**src/rtl/mips_mem_pkg.sv**
```systemverilog
// Shared encodings for the data-memory access path: FSM states, owner ids, size modes.
package mips_mem_pkg;

  typedef enum logic [1:0] {
    StIdle = 2'd0,
    StBusy = 2'd1,
    StResp = 2'd2
  } state_e;

  localparam logic OWN_PIPE = 1'b0;
  localparam logic OWN_DMA  = 1'b1;

  localparam logic [1:0] LM_WORD = 2'b00;
  localparam logic [1:0] LM_HALF = 2'b01;
  localparam logic [1:0] LM_BYTE = 2'b10;

endpackage

```
**src/rtl/rr_arb2.sv**
```systemverilog
// Two-way round-robin selector between the MEM stage and the DMA port.
// The last_owner register only moves when the grant is actually taken.
module rr_arb2
  import mips_mem_pkg::*;
(
  input  logic clk,
  input  logic rst,
  input  logic req_pipe,
  input  logic req_dma,
  input  logic accept,
  output logic owner
);

  logic last_owner_q;

  // Single requester wins outright; on a tie the one that did not go last wins.
  always_comb begin
    owner = OWN_DMA;
    if (req_pipe && req_dma) begin
      owner = (last_owner_q == OWN_DMA) ? OWN_PIPE : OWN_DMA;
    end else if (req_pipe) begin
      owner = OWN_PIPE;
    end
  end

  // Reset to DMA so the pipeline wins the first tie.
  always_ff @(posedge clk) begin
    if (rst) begin
      last_owner_q <= OWN_DMA;
    end else if (accept) begin
      last_owner_q <= owner;
    end
  end

endmodule

```
**src/rtl/dmem_access_arbiter.sv**
```systemverilog
// Sequences the single-ported data memory between the MEM stage and a DMA/debug port.
// One access is in flight at a time; the memory controls are held for MEM_LATENCY cycles.
module dmem_access_arbiter
  import mips_mem_pkg::*;
#(
  parameter int unsigned MEM_LATENCY = 2,
  parameter int unsigned ADDR_W      = 32,
  parameter int unsigned DATA_W      = 32
) (
  input  logic              clk,
  input  logic              rst,
  // MEM stage
  input  logic              pipe_req,
  input  logic              pipe_we,
  input  logic [1:0]        pipe_load_mode,
  input  logic [ADDR_W-1:0] pipe_addr,
  input  logic [DATA_W-1:0] pipe_wdata,
  output logic              pipe_stall,
  output logic              pipe_done,
  // DMA / debug loader
  input  logic              dma_req,
  input  logic              dma_we,
  input  logic [1:0]        dma_load_mode,
  input  logic [ADDR_W-1:0] dma_addr,
  input  logic [DATA_W-1:0] dma_wdata,
  output logic              dma_done,
  // Shared read return
  output logic [DATA_W-1:0] rdata,
  // Data memory
  output logic              mem_read,
  output logic              mem_write,
  output logic [1:0]        mem_load_mode,
  output logic [ADDR_W-1:0] mem_addr,
  output logic [DATA_W-1:0] mem_wdata,
  input  logic [DATA_W-1:0] mem_rdata
);

  localparam int unsigned    CntW    = (MEM_LATENCY > 1) ? $clog2(MEM_LATENCY) : 1;
  localparam logic [CntW-1:0] CntLoad = CntW'(MEM_LATENCY - 1);

  state_e            state_q, state_d;
  logic [CntW-1:0]   cnt_q, cnt_d;
  logic              owner_q, owner_d;
  logic              we_q, we_d;
  logic [1:0]        mode_q, mode_d;
  logic [ADDR_W-1:0] addr_q, addr_d;
  logic [DATA_W-1:0] wdata_q, wdata_d;
  logic [DATA_W-1:0] rdata_q, rdata_d;

  logic any_req;
  logic accept;
  logic grant_owner;

  assign any_req = pipe_req | dma_req;
  assign accept  = (state_q == StIdle) && any_req;

  rr_arb2 u_rr_arb2 (
    .clk      (clk),
    .rst      (rst),
    .req_pipe (pipe_req),
    .req_dma  (dma_req),
    .accept   (accept),
    .owner    (grant_owner)
  );

  // State and latched access fields; reset abandons any in-flight access.
  always_ff @(posedge clk) begin
    if (rst) begin
      state_q <= StIdle;
      cnt_q   <= '0;
      owner_q <= OWN_PIPE;
      we_q    <= 1'b0;
      mode_q  <= LM_WORD;
      addr_q  <= '0;
      wdata_q <= '0;
      rdata_q <= '0;
    end else begin
      state_q <= state_d;
      cnt_q   <= cnt_d;
      owner_q <= owner_d;
      we_q    <= we_d;
      mode_q  <= mode_d;
      addr_q  <= addr_d;
      wdata_q <= wdata_d;
      rdata_q <= rdata_d;
    end
  end

  // Next-state: accept in IDLE, count down in BUSY, one guard/response cycle in RESP.
  always_comb begin
    state_d = state_q;
    cnt_d   = cnt_q;
    owner_d = owner_q;
    we_d    = we_q;
    mode_d  = mode_q;
    addr_d  = addr_q;
    wdata_d = wdata_q;
    rdata_d = rdata_q;

    case (state_q)
      StIdle: begin
        if (any_req) begin
          owner_d = grant_owner;
          if (grant_owner == OWN_PIPE) begin
            we_d    = pipe_we;
            mode_d  = pipe_load_mode;
            addr_d  = pipe_addr;
            wdata_d = pipe_wdata;
          end else begin
            we_d    = dma_we;
            mode_d  = dma_load_mode;
            addr_d  = dma_addr;
            wdata_d = dma_wdata;
          end
          cnt_d   = CntLoad;
          state_d = StBusy;
        end
      end
      StBusy: begin
        if (cnt_q == '0) begin
          // Memory data is valid in the last held cycle.
          if (!we_q) begin
            rdata_d = mem_rdata;
          end
          state_d = StResp;
        end else begin
          cnt_d = cnt_q - CntW'(1);
        end
      end
      StResp: begin
        state_d = StIdle;
      end
      default: begin
        state_d = StIdle;
      end
    endcase
  end

  // Outputs decoded from registers only, so the memory sees glitch-free controls.
  always_comb begin
    mem_read  = (state_q == StBusy) && !we_q;
    mem_write = (state_q == StBusy) && we_q;
    pipe_done = (state_q == StResp) && (owner_q == OWN_PIPE);
    dma_done  = (state_q == StResp) && (owner_q == OWN_DMA);
  end

  assign mem_load_mode = mode_q;
  assign mem_addr      = addr_q;
  assign mem_wdata     = wdata_q;
  assign rdata         = rdata_q;

  // Pipeline waits whenever it is asking and not being answered this cycle.
  assign pipe_stall = pipe_req & ~pipe_done;

endmodule

```
**config.mk**
```make
export PLATFORM = sky130hd
export DESIGN_NAME = dmem_access_arbiter
export DESIGN_NICKNAME = d
export VERILOG_FILES = /design/src/rtl/mips_mem_pkg.sv /design/src/rtl/rr_arb2.sv /design/src/rtl/dmem_access_arbiter.sv
export SDC_FILE = /design/constraint.sdc
export NUM_CORES = 1
export LEC_CHECK = 0
export CAP_MARGIN = 5
export CORE_MARGIN = 4
export CORE_UTILIZATION = 38
export DETAILED_ROUTE_END_ITERATION = 7
export PLACE_DENSITY = 0.84
export SETUP_SLACK_MARGIN = 0.15
export SLEW_MARGIN = 20
export SYNTH_ARGS = -nofsm -noshare
export SYNTH_HDL_FRONTEND = slang
export SYNTH_HIERARCHICAL = 1
export SYNTH_SLANG_ARGS = --single-unit
```
**constraint.sdc**
```tcl
create_clock -name clk -period 2.1 [get_ports clk]
set_input_delay 0.21 -clock clk [delete_from_list [all_inputs] [get_ports clk]]
set_output_delay 0.21 -clock clk [all_outputs]
set_load 0.01 [all_outputs]
```
==> metrics.md <==
| Metric | Value |
|---|---|
| Critical Path Max Stage Delay | `0.58 ns` |
| Place WS | `0.290 ns` |
| Critical path class | `reg -> out` |
| Inserted Clock Buffers | `9` |
| Fin Hold WS | `0.373 ns` |
| VDD IR max | `0.539 mV` |
| Clk_skew | `0.00995 ns` |
| DP Area | `0.00738 mm²` |
| CTS tree | `done` |
| Slowest CP cell | `clkdlybuf4s50_1` |
| Initial antenna violation count | `0` |
| Tcrit/Tclk final | `0.889` |
| Via count | `4610` |
| Core area | `0.0115 mm²` |
| Run status | `finished, final reports clean` |
| Critical Path Source Type | `register` |
| FF-to-FF Start | `state_q[0]` |
| CP Capture Type | `output pin` |
| Pwr dens | `726 mW/mm²` |
| Required time of the critical path | `1.89 ns` |
| Clock Sinks | `104` |
| Diode count | `0` |
| Via-per-instance ratio | `5.27` |
| Setup TNS | `0 ns` |
| CP Cell Sequence | `nor2b_2, and2_1, clkdlybuf4s50_1` |
| Root buffer cell | `clkbuf_16` |
| Dpl hpwl | `11.9 mm` |
| Total power | `5.57 mW` |
| Clock transition at path regs | `0.07 ns` |
| Syn avg cell area | `9.50 µm²` |
| # placed instances | `859` |
| Minimum clock period | `1.87 ns` |
| CP arrival | `1.66 ns` |
| R2R Path End | `mem_wdata[23]` |
| Fmax | `536 MHz` |
| GRT Overall Usage | `0.210` |
| Final Util | `0.666` |
| Post-Layout Inst Area | `0.00767 mm²` |
| Final hold violations | `0` |
| Number of remaining DRC errors | `0` |
| Hold WC Path Type | `in -> reg` |
| Die Width | `117 µm` |
| Worst Setup SP | `state_q[0]` |
| RSZ-0062 raised after global routing | `no` |
| Seq/Total Area, Yosys | `0.460` |
| R2R setup slack | `0.59 ns` |
| Setup violators final | `0` |
| Synth Register Bits | `104` |
| Drt first pass iters | `4` |
| Final max-slew violation count | `0` |
| Max Buffers Root-to-Sink | `2` |
| Syn Nets | `646` |
| Final WS setup | `0.234 ns` |
| H-tree levels | `3` |
| Share of layout cells above drive strength 1 | `0.0874` |
| Die height | `117 µm` |
| Post-Synthesis Cells | `476` |
| # rows | `39` |
| Crit-path max FO | `7` |
| Max_slew headroom | `0.628` |
| Final non-filler cell total | `875` |
| Synth unique cells | `29` |
| IO buf count | `272` |
| Synthesized cell area | `0.00452 mm²` |
| Clk Latency, worst-skew pair | `0.33 ns` |
| R2R depth | `6` |
| Worst Tran Pin Value | `0.558 ns` |
| Initial Util | `0.393` |
| Max-cap violations | `0` |
| Final net count | `897` |
| Remaining antenna violation count after routing | `0` |
| Pin count of the biggest net entering global routing | `52` |
| Syn-to-layout area delta | `69.6%` |
| Synth warn | `6` |
| Final WL | `15.3 mm` |
| Avg WL per Cell | `17.5 µm` |
| Routability cong. | `0.792` |
| Global-route wire length before repair | `23.0 mm` |
| Drt initial violations | `278` |
| IO Count | `273` |
| Vias in the first global route | `4716` |
| Crit path to | `mem_write` |
| Pleak | `2.92 nW` |
| Gr ovfl total | `0` |
| Die ar. | `0.0137 mm²` |
layer usage:
layer  vias to the layer above  GRT usage  share of wire
met5                         -          0              0
met4                         0     0.0849          0.039
met3                        41     0.0576          0.080
met2                       204      0.374           0.50
met1                      2143      0.237           0.38
li1                       2222          -              -
logic make-up after synthesis:
family                 share of synthesized area
AOI/OAI and AO/OA                          0.254
DFF                                        0.460
and+or+nand+nor                           0.0794
muxes                                      0.148
buffers and inverters                     0.0581
final cells by class:
type,count,area [µm²]
fill,916,3840
timing repair buffer,288,2920
multi-input combinational,321,2200
sequential,104,2080
clock buffer,10,229
tap,143,179
clock inverter,6,51.3
inverter,3,11.3
cell usage in the layout (no fill, tap or decap), drive strengths merged, types with 2 or more instances in the layout:
cell           instances
clkdlybuf4s50        271
dfxtp                104
a21oi                101
mux2i                 67
nand2                 67
a211oi                67
buf                   17
clkbuf                10
inv                    5
clkinv                 4
nor3                   3
nor2                   2
nand2b                 2
nor2b                  2
flip-flops by register name, indices dropped and copies added, names as in the netlist:
| register | cells |
|---|---|
| u_rr_arb2/last_owner_q | 1 |
| cnt_q | 1 |
| rdata | 32 |
| owner_q | 1 |
| we_q | 1 |
| state_q | 2 |
| mem_addr | 32 |
| mem_wdata | 32 |
| mem_load_mode | 2 |
where the power goes:
group	total [mW]	switching (mW)	internal, mW
logic	1.67	0.731	0.935
clock network	1.58	0.761	0.823
registers	2.32	0.129	2.19
repair_timing:
action / CTS / global route
setup buffers: 0 / 0
gates resized for setup: 2 / 2
hold buffers: 0 / 0
pin swaps: 0 / 0
endpoints found under the setup margin: 3 / 3
cells in the mapped netlist:
cell type  number  area share
clkbuf_1       18       0.015
nand2_2         1      0.0014
and3_1          1      0.0014
inv_1           1     0.00083
nand2b_1        1      0.0014
nor3_1          3      0.0033
a41oi_2         1      0.0036
nand2b_4        1      0.0030
a211oi_1       47       0.078
nor2_1          2      0.0017
o21bai_1        1      0.0017
nor2b_1         2      0.0028
nand3_1         1      0.0011
dfxtp_1       104        0.46
o21ai_0         1      0.0011
inv_2           2      0.0017
a21oi_1       101        0.11
o21ba_1         1      0.0022
or4b_1          1      0.0022
buf_2          21       0.023
nand2_1        66       0.055
buf_1           1     0.00083
a211oi_2       20       0.055
mux2i_1        67        0.15
and2_1          1      0.0014
nor3b_1         1      0.0017
nor4b_2         1      0.0033
buf_6           4       0.010
buf_4           4      0.0066
worst max-delay path, delay by kind of cell, from the launching register on:
kind          cells  cell delay (ns)
simple gates      2             0.34
buf+inv           1             0.58
flops             1             0.40
worst min path at each step:
stage	from	to	slack [ns]	cells after the start
floorplan	mem_rdata[0]	rdata[0]	0.35	2
global placement	rdata[0]	rdata[0]	0.44	2
detailed placement	rdata[0]	rdata[0]	0.45	2
CTS	rst	mem_wdata[4]	0.35	2
global route	rst	mem_wdata[11]	0.37	2
finish	rst	mem_wdata[16]	0.37	2
Power figures use the tool's default switching activity.
